`src/rtl/input_cond.sv`:
```
// input_cond
//
// Conditions raw player inputs for the mode/state controller:
//   - 2-FF synchronizes every asynchronous input
//   - turns the mouse left button into a one-cycle press pulse
//   - debounces the board push-button and emits a one-cycle press pulse
//   - latches and clamps the mouse coordinates once per frame
//   - optionally integrates two push-buttons into a second paddle position
//
// Optional feature macro: INPUT_COND_SEC_PADDLE_EN
//   defined     : btn_up/btn_dn debouncers and paddle integrator built in
//   not defined : ypos_sec is the constant SEC_Y_RST, btn_up/btn_dn ignored
//
// Ports:
//   clk            in   pixel clock
//   rst            in   synchronous active-high reset
//   vsync_in       in   frame sync, rising edge marks the frame boundary
//   mouse_left_in  in   raw mouse left-button level (async)
//   button_in      in   raw board push-button (async, bouncing)
//   btn_up, btn_dn in   raw second-player buttons (async, bouncing)
//   xpos_in        in   [11:0] raw mouse x
//   ypos_in        in   [11:0] raw mouse y
//   mouse_left     out  one-cycle pulse per click press
//   button         out  one-cycle pulse per debounced press
//   xpos, ypos     out  [11:0] frame-latched, clamped coordinates
//   ypos_sec       out  [11:0] second paddle position

// Synchronizer plus debouncer for one raw button. The counter runs only
// while the synchronized level differs from the accepted level; any agreement
// clears it, so a glitch shorter than DEB_CYCLES never gets through.
module input_cond_deb #(
  parameter int DEB_CYCLES = 650_000
) (
  input  logic clk,
  input  logic rst,
  input  logic raw,
  output logic level
);

  localparam int CW = (DEB_CYCLES > 1) ? $clog2(DEB_CYCLES) : 1;
  localparam logic [CW-1:0] C_LAST = CW'(DEB_CYCLES - 1);

  logic          sync1;
  logic          sync2;
  logic [CW-1:0] cnt;

  always_ff @(posedge clk) begin
    if (rst) begin
      sync1 <= 1'b0;
      sync2 <= 1'b0;
      cnt   <= '0;
      level <= 1'b0;
    end else begin
      sync1 <= raw;
      sync2 <= sync1;
      if (sync2 != level) begin
        if (cnt == C_LAST) begin
          level <= sync2;
          cnt   <= '0;
        end else begin
          cnt <= cnt + CW'(1);
        end
      end else begin
        cnt <= '0;
      end
    end
  end

endmodule

module input_cond #(
  parameter int DEB_CYCLES = 650_000,
  parameter int XMAX       = 1023,
  parameter int YMAX       = 767,
  parameter int SEC_STEP   = 4,
  parameter int SEC_YMAX   = 667,
  parameter int SEC_Y_RST  = 334
) (
  input  logic        clk,
  input  logic        rst,
  input  logic        vsync_in,
  input  logic        mouse_left_in,
  input  logic        button_in,
  input  logic        btn_up,
  input  logic        btn_dn,
  input  logic [11:0] xpos_in,
  input  logic [11:0] ypos_in,
  output logic        mouse_left,
  output logic        button,
  output logic [11:0] xpos,
  output logic [11:0] ypos,
  output logic [11:0] ypos_sec
);

  localparam logic [11:0] XMAX_L      = 12'(XMAX);
  localparam logic [11:0] YMAX_L      = 12'(YMAX);
  localparam logic [11:0] SEC_Y_RST_L = 12'(SEC_Y_RST);

  // ---------------------------------------------------------------- mouse
  logic ml_s1;
  logic ml_s2;
  logic ml_q;

  always_ff @(posedge clk) begin
    if (rst) begin
      ml_s1      <= 1'b0;
      ml_s2      <= 1'b0;
      ml_q       <= 1'b0;
      mouse_left <= 1'b0;
    end else begin
      ml_s1      <= mouse_left_in;
      ml_s2      <= ml_s1;
      ml_q       <= ml_s2;
      mouse_left <= ml_s2 & ~ml_q;
    end
  end

  // --------------------------------------------------------- push-button
  logic btn_lvl;
  logic btn_q;

  input_cond_deb #(.DEB_CYCLES(DEB_CYCLES)) u_deb_btn (
    .clk   (clk),
    .rst   (rst),
    .raw   (button_in),
    .level (btn_lvl)
  );

  always_ff @(posedge clk) begin
    if (rst) begin
      btn_q  <= 1'b0;
      button <= 1'b0;
    end else begin
      btn_q  <= btn_lvl;
      button <= btn_lvl & ~btn_q;
    end
  end

  // --------------------------------------------------------- frame strobe
  // vs_armed stays low after reset until vsync_in has been seen low, so a
  // vsync_in held high across reset does not fake a frame boundary.
  logic vs_q;
  logic vs_armed;
  logic fs;

  assign fs = vsync_in & ~vs_q & vs_armed;

  always_ff @(posedge clk) begin
    if (rst) begin
      vs_q     <= 1'b0;
      vs_armed <= 1'b0;
    end else begin
      vs_q     <= vsync_in;
      vs_armed <= vs_armed | ~vsync_in;
    end
  end

  // ----------------------------------------------------------- coordinates
  always_ff @(posedge clk) begin
    if (rst) begin
      xpos <= '0;
      ypos <= '0;
    end else if (fs) begin
      xpos <= (xpos_in > XMAX_L) ? XMAX_L : xpos_in;
      ypos <= (ypos_in > YMAX_L) ? YMAX_L : ypos_in;
    end
  end

  // ---------------------------------------------------------- second paddle
`ifdef INPUT_COND_SEC_PADDLE_EN
  localparam logic [11:0] SEC_STEP_L = 12'(SEC_STEP);
  localparam logic [12:0] SEC_YMAX_W = 13'(SEC_YMAX);

  logic        up_lvl;
  logic        dn_lvl;
  logic [12:0] sec_sum;

  input_cond_deb #(.DEB_CYCLES(DEB_CYCLES)) u_deb_up (
    .clk   (clk),
    .rst   (rst),
    .raw   (btn_up),
    .level (up_lvl)
  );

  input_cond_deb #(.DEB_CYCLES(DEB_CYCLES)) u_deb_dn (
    .clk   (clk),
    .rst   (rst),
    .raw   (btn_dn),
    .level (dn_lvl)
  );

  // One extra bit so the step past the top cannot wrap before the clamp.
  assign sec_sum = {1'b0, ypos_sec} + {1'b0, SEC_STEP_L};

  always_ff @(posedge clk) begin
    if (rst) begin
      ypos_sec <= SEC_Y_RST_L;
    end else if (fs) begin
      if (up_lvl && !dn_lvl) begin
        ypos_sec <= (ypos_sec < SEC_STEP_L) ? 12'd0 : ypos_sec - SEC_STEP_L;
      end else if (dn_lvl && !up_lvl) begin
        ypos_sec <= (sec_sum > SEC_YMAX_W) ? SEC_YMAX_W[11:0] : sec_sum[11:0];
      end
    end
  end
`else
  localparam logic [11:0] SEC_STEP_L = 12'(SEC_STEP);
  localparam logic [11:0] SEC_YMAX_L = 12'(SEC_YMAX);

  // Paddle logic is absent; the buttons and paddle parameters are tied off.
  logic unused_sec;
  assign unused_sec = ^{btn_up, btn_dn, SEC_STEP_L, SEC_YMAX_L};

  assign ypos_sec = SEC_Y_RST_L;
`endif

endmodule

```
`config.mk`:
```
export PLATFORM = sky130hd
export DESIGN_NAME = input_cond
export DESIGN_NICKNAME = d
export VERILOG_FILES = /design/src/rtl/input_cond.sv
export SDC_FILE = /design/constraint.sdc
export NUM_CORES = 1
export LEC_CHECK = 0
export BUFFER_PORTS_ARGS = -buffer_cell sky130_fd_sc_hd__buf_4
export CAP_MARGIN = 40
export CORE_MARGIN = 2
export CORE_UTILIZATION = 49
export DETAILED_ROUTE_END_ITERATION = 8
export MAX_ROUTING_LAYER = met4
export PLACE_DENSITY = 0.78
export RECOVER_POWER = 50
export SLEW_MARGIN = 40
export SYNTH_ARGS = -nofsm -noshare
export SYNTH_HDL_FRONTEND = slang
export SYNTH_SLANG_ARGS = --single-unit
```
`constraint.sdc`:
```
create_clock -name clk -period 2.33 [get_ports clk]
set_clock_uncertainty 0.2 [all_clocks]
set_input_delay 0.466 -clock clk [delete_from_list [all_inputs] [get_ports clk]]
set_output_delay 0.466 -clock clk [all_outputs]
set_load 0.05 [all_outputs]
```
; ---- After elaboration in Yosys (flattened, before gate mapping)
; Cells that the tools add are included.
[word_totals]
ff_bits = 55
output_inout_bits = 38
in_bits = 31
[op_classes]
n_lt_le_gt_ge = 2
n_reduce_logical = 2
eq_ne = 2
n_addsub = 1
bitwise_logic = 10
n_mux = 2
[ops]
columns = operator, count
row1 = "greater-than comparator 12 x 10 -> 1 bit, second input constant", 2
row2 = two-way mux 12 bit, 2
row3 = "adder 20 x 1 -> 20 bit, second input constant", 1
row4 = "== test 20 bit, second input constant", 1
row5 = inverter 1 bit, 5
row6 = bitwise AND 1 bit, 4
row7 = OR reduction 3 bit, 1
row8 = AND reduction 2 bit, 1
row9 = inequality test 1 bit, 1
row10 = bitwise OR 1 bit, 1

; ---- Logic depth before layout (Yosys ltp)
; Gate-level depths: netlist of run 1.
[logic_depth]
word_depth = 3
ltp_mapped = 6
depth_no_buf = 5

; ---- By module
; From an unflattened synthesis of run 1, not the netlist that was laid out.
[unflattened]
hier_cells = 226
area_unflattened_um2 = 2174.6
[by_module_without_submodules]
columns = module, cells_each, instances, area_per_inst_um2, seq_area_each_um2
row1 = input_cond, 110, 1, 1148.6, 640.6
row2 = input_cond_deb, 116, 1, 1026.0, 460.4

; ---- Least setup slack after synthesis of run 1
; Ideal clock, no wire load.
[synth_path]
path_type = register -> register
start = register u_deb_btn.cnt[10]
end = register u_deb_btn.cnt[10]
path_slack_ns = 0.255
t_arrival_ns = 1.758
path_stages_with_launch = 6
n_path_buf = 1
period_less_slack_ns = 2.075
cell_sequence = dfxtp_1 > or4_1 > or4_4 > o211ai_2 > buf_2 > nor2_1
[synth_via]
elab_chain_len = 2
elab_cells_between_ends = 3
cone_classes = 1 x add/sub / 1 x eq/ne / 1 x reduce/logical
[synth_rtl]
columns = item, line
row1 = from (decl), 45  ; logic [CW-1:0] cnt;
row2 = from (signal assigned), 61  ; cnt <= cnt + CW'(1);
row3 = branches (longest 2 deep; another with adder 20 x 1 -> 20 bit), --
; Several ways; the timed one is not identified.
; A chain may end at the register's enable or synchronous reset.

; ---- Worst setup path after layout of run 1
[layout_path]
start = register u_deb_btn.cnt[10]
end = register u_deb_btn.cnt[4]
[layout_via]
elab_chain_len = 2
[layout_rtl]
columns = item, line
row1 = == test 20 bit, 57  ; if (cnt == C_LAST) begin
row2 = OR reduction 3 bit (no line), --
; Every way passes these cells.

==> results of run 1 <==
[Yosys cell counts, types with 2 or more instances]
cell type and n:
a21oi_1 5, and3_1 4, buf_2 2, buf_4 12, clkbuf_1 5, conb_1 2
dfxtp_1 55, inv_1 8, nand2_1 5, nand3_1 8, nand4_1 6, nor2_1 23
nor2b_1 9, nor3_1 5, nor4_1 4, o21ai_0 4, o221a_2 18, or3_1 6
or4_1 4, xnor2_1 12, xor2_1 4
[per-layer routing]
layer | vias to the layer above | global-route usage (%) | part of all wire, %
met3 | 2 | 6.54 | 7.0
met4 | 0 | 4.58 | 0.50
li1 | 829 | - | -
met1 | 737 | 22.6 | 47
met5 | - | - | 0
met2 | 55 | 28.7 | 45
[cells by family after synthesis]
group	count (synthesis)	synth area share, %
other cells	2	0.358
xor+xnor	16	6.69
fa+ha+maj	1	0.597
compound gates	30	13.3
buf+inv	27	7.10
simple gates	77	19.4
flops	55	52.5
[how the worst min path moves through the flow]
stage,from,to,slack (ps),depth (start not counted)
floorplan,btn_q,button,170,1
global placement,btn_q,button,170,1
detailed placement,btn_q,button,180,1
CTS,vsync_in,vs_armed,160,2
global route,vsync_in,vs_armed,150,2
finish,vsync_in,vs_armed,170,2
[through the flow]
stage	instance area, um^2	power [mW]	hold slack, ps
floorplan	2130	1.17	167
global route	2510	1.79	153
global placement	2530	1.24	173
detailed placement	2530	1.24	181
CTS	2620	1.73	165
finish	2510	1.70	170
[worst reg2reg max path, stage by stage, from the launching register on]
cell and delay, ps:
dfxtp_1 360, or4_1 520, or4_4 570, o211ai_2 170, buf_4 200, nor2_1 60
[final cells by class]
type / count / area (um^2) / share of cell area [%]
Inverter: 8 / 30.0 / 1.19
Clock buffer: 6 / 72.6 / 2.89
Clock inverter: 2 / 12.5 / 0.498
Tap cell: 50 / 62.6 / 2.49
Timing Repair Buffer: 61 / 353 / 14.0
Multi-Input combinational cell: 136 / 883 / 35.1
Sequential cell: 55 / 1100 / 43.8
[power groups by stage]
stage	logic [mW]	registers (mW)	clock network, mW
2_1_floorplan	0.102	1.07	0
3_3_place_gp	0.238	1.00	0
3_5_place_dp	0.239	1.00	0
4_1_cts	0.240	0.980	0.513
5_1_grt	0.233	0.984	0.573
6_report	0.221	0.979	0.497
==> flow_summary.json, run 1 <==
{
  "grt_max_degree": 23,
  "r2r_cells": 5,
  "start_util_pct": 51.6,
  "final_cells": 318,
  "area_growth_pct": 20.0,
  "fillers": 374,
  "min_path_type": "in2reg",
  "yosysUniqueCellTypes": 28,
  "max_freq_mhz": 458,
  "cp.depth": 5,
  "antenna_left": 0,
  "hpwl_mm": 3.07,
  "critPathArrivalTime_ps": 2180,
  "routed_wl_mm": 4.17,
  "io_pins": 69,
  "track_usage_pct": 18.3,
  "synth_area_leaders": "dfxtp_1 53%, o221a_2 9.7%, xnor2_1 5.0%",
  "fp.dieW_um": 69.4,
  "crit_end": "u_deb_btn.cnt[4]",
  "die_height_um": 69.4,
  "ys.flop_type": "dfxtp_1",
  "pwr-share-seq_pct": 57.7,
  "status": "complete, no violations",
  "layout_commonest_cell": "dfxtp_1",
  "netSwitchingFraction_pct": 26.8,
  "reg2reg_slack_ps": 150,
  "drc_errors": 0,
  "routedWlPerCell_um": 13.1,
  "maxCapViolCount": 0,
  "async_reset_ff_share_pct": 0,
  "worstSetupPathType": "reg2reg",
  "power.share.combinational_pct": 13.0,
  "drive_above_1_share_pct": 22.4,
  "grt_pass1_vias": 1527,
  "viasPerCell": 5.10,
  "dr.pass1.iters": 4,
  "n_antenna_cell": 0,
  "crit_path_start_kind": "flop",
  "worst_slew_pin_slew_ps": 868,
  "overflow": 0,
  "ys_warn_count": 0,
  "reg2reg_to": "u_deb_btn.cnt[4]",
  "intPower_mw": 1.24,
  "required_ps": 2330,
  "routabilityCongestion": 0.869,
  "cp_slowest_cell": "or4_4",
  "period_share_pct": 93.6,
  "pwr-share-clk_pct": 29.3,
  "rows": 23,
  "dp_slack_ps": 164,
  "nets": 299,
  "h-tree-depth": 2,
  "fin_crit_ps": 2180,
  "ys_seq_elements": 55,
  "ys_seq_area_share_pct": 52.5,
  "final-hold-violation-count": 0,
  "clockRootBuffer": "clkbuf_8",
  "clk_latency_ps": 300,
  "fp.dieArea_um2": 4820,
  "syn_area_per_cell_um2": 10.1,
  "cp_num_buf_inv": 1,
  "antenna_found_initial": 0,
  "cp_top_family": "simple AND/OR/NAND/NOR gates",
  "cts_hold_buffers": 0,
  "layout.cells.most_common_list": "55 x dfxtp_1, 33 x buf_4, 29 x clkbuf_1",
  "max-slew-margin-rel_pct": 42.1,
  "netlist.area_leader.share_pct": 52.5,
  "startpoint": "u_deb_btn.cnt[10]",
  "cts_sinks": 55,
  "cts_buffer_depth": 2,
  "max_stage_delay_ps": 570,
  "portBuffers": 54,
  "cts_tree": "yes",
  "crit_chain": "or4_1 > or4_4 > o211ai_2 > buf_4 > nor2_1",
  "dp_cells": 310,
  "rsz0062_at_grt": "no",
  "powerDensity_nw_per_um2": 675,
  "numCtsBuffers": 5,
  "largest_reg_flops": 20,
  "cp-end-kind": "flop",
  "final.setup.worst_slack_ps": 149,
  "grt_first_pass_wirelength_mm": 7.02,
  "slew_viol_final": 0,
  "reg2reg_from": "u_deb_btn.cnt[10]",
  "vias": 1623,
  "leakagePower_nw": 0.934,
  "cts.repair.resized": 0,
  "crit_fanout": 11,
  "cts_setup_buffers": 0,
  "placeableCoreArea_um2": 4060,
  "drtIter0Drc": 102,
  "p_sw_mw": 0.455,
  "final-setup-viol-count": 0,
  "clkTransAtPathRegs_ps": 90,
  "vdd_drop_max_mv": 0.397,
  "regMostFlops": "u_deb_btn.cnt",
  "finalSetupTns_ps": 0,
  "fin_util_pct": 62.0,
  "yosys.area.top_type": "dfxtp_1",
  "synth_edf_count": 0,
  "top_regs": "u_deb_btn.cnt (20), xpos (12), ypos (12)",
  "syn-cell-area_um2": 2100,
  "synth_cells": 208
}
No activity file was read; power rests on OpenSTA's default activity.
==> inputs of run 2 (changes only) <==
- PLACE_DENSITY: 0.78 -> 0.82
==> flow_summary.json, run 2 (synthesis gave the netlist of run 1 again) <==
{
  "min_path_type": "in2reg",
  "cts.repair.resized": 0,
  "cts_buffer_depth": 2,
  "critPathArrivalTime_ps": 2160,
  "die_height_um": 69.4,
  "vdd_drop_max_mv": 0.365,
  "viasPerCell": 5.31,
  "final-hold-violation-count": 0,
  "status": "complete, no violations",
  "crit_chain": "or4_1 > or4_4 > o211ai_2 > buf_12 > a21oi_1",
  "intPower_mw": 1.36,
  "grt_first_pass_wirelength_mm": 6.76,
  "crit_path_start_kind": "flop",
  "start_util_pct": 51.6,
  "numCtsBuffers": 5,
  "cp_top_family": "simple AND/OR/NAND/NOR gates",
  "regArea_um2": 1100,
  "top_regs": "u_deb_btn.cnt (20), xpos (12), ypos (12)",
  "hold_depth": 2,
  "cp_slowest_cell": "or4_4",
  "post_dp_cell_area_um2": 2540,
  "hpwl_mm": 2.99,
  "powerDensity_nw_per_um2": 721,
  "cts_setup_buffers": 0,
  "io_pins": 69,
  "routedWlPerCell_um": 13.3,
  "clockRootBuffer": "clkbuf_8",
  "cts_hold_buffers": 0,
  "clk_latency_ps": 310,
  "finalSetupTns_ps": 0,
  "final-setup-viol-count": 0,
  "dr.pass1.iters": 5,
  "fin_crit_ps": 2170,
  "nets": 298,
  "grt_pass1_vias": 1498,
  "largest_reg_flops": 20,
  "drive_above_1_share_pct": 22.1,
  "max_freq_mhz": 461,
  "cts_sinks": 55,
  "regMostFlops": "u_deb_btn.cnt",
  "layout.cells.most_common_list": "55 x dfxtp_1, 30 x buf_4, 29 x clkbuf_1",
  "routabilityCongestion": 0.863,
  "antenna_left": 0,
  "fillers": 393,
  "routed_wl_mm": 4.22,
  "layout_commonest_cell": "dfxtp_1",
  "drc_errors": 0,
  "area_growth_pct": 21.6,
  "track_usage_pct": 17.5,
  "netSwitchingFraction_pct": 26.1,
  "final_area_um2": 2550,
  "period_share_pct": 93.1,
  "rsz0062_at_grt": "no",
  "power.share.combinational_pct": 12.1,
  "r2r_cells": 5,
  "cp.depth": 5,
  "crit_fanout": 20,
  "p_sw_mw": 0.479,
  "maxCapViolCount": 0,
  "overflow": 0,
  "cp-end-kind": "flop",
  "vias": 1683,
  "max-slew-margin-rel_pct": 32.7,
  "rows": 23,
  "multi_input_area_um2": 883,
  "pwr-share-clk_pct": 34.6,
  "drtIter0Drc": 83,
  "leakagePower_nw": 0.949,
  "placeableCoreArea_um2": 4060,
  "h-tree-depth": 2,
  "clkTransAtPathRegs_ps": 90,
  "max_stage_delay_ps": 560,
  "worstSetupPathType": "reg2reg",
  "antenna_found_initial": 0,
  "portBuffers": 54,
  "cts_tree": "yes",
  "required_ps": 2320,
  "n_antenna_cell": 0,
  "fp.dieArea_um2": 4820,
  "fp.dieW_um": 69.4,
  "cp_num_buf_inv": 1,
  "worst_slew_pin_slew_ps": 1010,
  "slew_viol_final": 0,
  "pwr-share-seq_pct": 53.3,
  "grt_max_degree": 24
}
## run 2: changes by cell type in the layout (fill, tap and decap cells not counted), sizes merged
| cell | previous run | this run |
|---|---|---|
| bufinv | 0 | 1 |
| inv | 8 | 9 |
| buf | 33 | 31 |
| clkinvlp | 1 | 0 |
## run 2: worst register-to-register path: cells and delay by family, from the launching register on
| kind | cells | cell delay (ps) |
|---|---|---|
| simple gates | 2 | 1080 |
| flops | 1 | 350 |
| compound gates | 2 | 260 |
| buf+inv | 1 | 180 |
## run 2: metal layers
metal,track usage (%),part of all wire (%),up-vias
met5,-,0,-
met4,6.32,1.2,0
met3,4.94,7.7,5
met2,26.1,44,64
met1,22.8,47,782
li1,-,-,832
## run 2: layout make-up
cell class	instances	area share (%)
clock inverter	3	1.87
inverter	8	1.18
tap	50	2.46
clock buffer	5	2.70
sequential	55	43.2
timing repair buffer	60	13.9
multi-input combinational	136	34.7
## run 2: power by group through the flow
stage / clock [mW] / combinational (mW) / sequential (mW)
finish: 0.635 / 0.222 / 0.979
detailed placement: 0 / 0.240 / 1.00
global route: 0.703 / 0.231 / 0.983
global placement: 0 / 0.239 / 1.00
CTS: 0.653 / 0.242 / 0.979
floorplan: 0 / 0.102 / 1.07
## run 2: worst paths after layout
check	startpoint	to	slack, ps
hold / removal	mouse_left_in	ml_s1	170
hold reg to reg	ml_q	mouse_left	190
setup / recovery	u_deb_btn.cnt[10]	u_deb_btn.cnt[18]	160
setup reg to reg	u_deb_btn.cnt[10]	u_deb_btn.cnt[18]	160
## run 2: stage by stage
step	power [mW]	instances	util (%)	setup slack, ps	hold slack (ps)
3_5_place_dp	1.24	309	62.6	156	174
5_1_grt	1.92	317	62.8	64.1	165
4_1_cts	1.87	317	65.5	140	135
3_3_place_gp	1.24	309	62.6	189	171
2_1_floorplan	1.17	218	-	255	167
6_report	1.84	317	62.8	160	172
==> inputs of run 3 (changes only) <==
- ABC_AREA: unset -> 1
- ABC_CLOCK_PERIOD_IN_PS: unset -> 2330
- CORE_UTILIZATION: 49 -> 51
- PLACE_DENSITY: 0.82 -> 0.83
==> flow_summary.json, run 3 <==
{
  "largest_reg_flops": 20,
  "nets": 392,
  "drtIter0Drc": 88,
  "fp.dieArea_um2": 5070,
  "dr.pass1.iters": 4,
  "clk_latency_ps": 320,
  "cp_slowest_cell": "clkbuf_1",
  "ys_seq_area_share_pct": 47.8,
  "grt_first_pass_wirelength_mm": 7.79,
  "drc_errors": 0,
  "maxCapViolCount": 0,
  "clkTransAtPathRegs_ps": 110,
  "drive_above_1_share_pct": 16.1,
  "top_regs": "u_deb_btn.cnt (20), xpos (12), ypos (12)",
  "fillers": 399,
  "m1WireLength_mm": 2.01,
  "critPathArrivalTime_ps": 1980,
  "period_share_pct": 82.8,
  "cts.repair.resized": 0,
  "antenna_left": 0,
  "synth_edf_count": 0,
  "vdd_drop_max_mv": 0.564,
  "synth_common_cells": "67 x nand2_1, 55 x dfxtp_1, 54 x nor2_1",
  "portBuffers": 54,
  "worstSetupPathType": "reg2reg",
  "status": "complete, no violations",
  "slew_viol_final": 0,
  "dr_wl_met2_mm": 2.33,
  "cp-end-kind": "flop",
  "area_growth_pct": 18.4,
  "syn-cell-area_um2": 2300,
  "cts_hold_buffers": 0,
  "yosys.area.top_type": "dfxtp_1",
  "grt_pass1_vias": 1877,
  "fin_crit_ps": 1930,
  "async_reset_ff_share_pct": 0,
  "max_freq_mhz": 519,
  "rsz0062_at_grt": "no",
  "cts_setup_buffers": 0,
  "synth_area_leaders": "dfxtp_1 48%, nand2_1 11%, nor2_1 8.8%",
  "final-setup-viol-count": 0,
  "final-hold-violation-count": 0,
  "powerDensity_nw_per_um2": 658,
  "ys_seq_elements": 55,
  "crit_fanout": 24,
  "layout.cells.most_common_list": "67 x nand2_1, 55 x dfxtp_1, 54 x nor2_1",
  "regMostFlops": "u_deb_btn.cnt",
  "rows": 24,
  "leakagePower_nw": 1.03,
  "viasPerCell": 4.91,
  "overflow": 0,
  "max_stage_delay_ps": 670,
  "n_antenna_cell": 0,
  "crit_chain": "inv_1 > nor3_1 > clkbuf_1 > o21ai_0 > a21oi_1",
  "max-slew-margin-rel_pct": 43.4,
  "start_util_pct": 52.9,
  "cts_tree": "yes",
  "routedWlPerCell_um": 11.4,
  "finalSetupTns_ps": 0,
  "yosysUniqueCellTypes": 25,
  "yosysMostFrequentCell": "nand2_1",
  "routabilityCongestion": 0.908,
  "ys_warn_count": 0,
  "ys.flop_type": "dfxtp_1",
  "track_usage_pct": 19.7,
  "placeableCoreArea_um2": 4350,
  "cts_buffer_depth": 2,
  "top_layer": "met4",
  "required_ps": 2390,
  "layout_commonest_cell": "nand2_1",
  "crit_path_start_kind": "flop",
  "vias": 2029,
  "worst_slew_pin_slew_ps": 848,
  "hpwl_mm": 3.40,
  "min_path_type": "in2reg",
  "syn_area_per_cell_um2": 7.45,
  "routed_wl_mm": 4.71,
  "clockRootBuffer": "clkbuf_8",
  "fp.dieW_um": 71.2,
  "cts_sinks": 55,
  "met3_length_um": 301,
  "antenna_found_initial": 0,
  "io_pins": 69,
  "synth_cells": 309,
  "h-tree-depth": 2,
  "netlist.area_leader.share_pct": 47.8,
  "numCtsBuffers": 5,
  "p_total_mw": 1.80,
  "die_height_um": 71.2,
  "grt_max_degree": 32
}
-- run 3: kinds of logic (layout without fill, tap and decap cells) --
kind of cell	count (synthesis)	after routing	share of synthesized area (%)
AND/OR/NAND/NOR	141	141	25.3
flip-flops	55	55	47.8
AO/OA/AOI/OAI	52	52	11.5
buffers and inverters	47	89	10.4
XOR/XNOR	11	11	4.19
other	2	12	0.326
adder cells (fa/ha/maj)	1	1	0.543
-- run 3: where the power goes --
group          internal, mW  leakage (nW)  switching (mW)
registers             0.965         0.447          0.0125
logic                0.0658         0.527           0.166
clock network         0.251        0.0533           0.334
total                  1.28          1.03           0.513
-- run 3: final cells by class --
type,count,area [um^2],share of cell area (%)
repair buffers,56,375,13.8
multi-input cells,217,988,36.3
well taps,52,65.1,2.39
inverters,25,93.8,3.44
clock buffers,6,82.6,3.03
clock inverters,2,20.0,0.734
flip-flops and latches,55,1100,40.4
-- run 3: worst max-delay path, delay by kind of cell (launching register included) --
kind	cells	cell delay (ps)
buffers and inverters	2	710
flip-flops	1	320
AND/OR/NAND/NOR	1	180
AO/OA/AOI/OAI	2	440
-- run 3: layer usage --
| metal | global-route usage [%] | vias to the layer above |
|---|---|---|
| met1 | 23.2 | 906 |
| met2 | 31.9 | 68 |
| met3 | 5.41 | 9 |
| met5 | - | - |
| met4 | 7.55 | 0 |
| li1 | - | 1046 |
-- run 3: path summary, 6_finish.rpt --
path / startpoint / to / slack (ps) / cells past startpoint
worst max-delay path: vs_armed / ypos[9] / 400 / 5
worst min-delay path: vsync_in / vs_armed / 120 / 2
worst max register to register: vs_armed / ypos[9] / 400 / 5
worst min register to register: btn_q / button / 200 / 1
-- run 3: per-stage QoR --
| stage | std cells | util [%] | hold slack (ps) | setup WS [ps] | cell area (um^2) |
|---|---|---|---|---|---|
| floorplan | 319 | - | 174 | 709 | 2340 |
| global placement | 405 | 61.6 | 181 | 528 | 2680 |
| detailed placement | 405 | 61.6 | 183 | 472 | 2680 |
| CTS | 413 | 63.9 | 121 | 456 | 2780 |
| global route | 413 | 62.6 | 131 | 180 | 2730 |
| finish | 413 | 62.6 | 121 | 401 | 2730 |
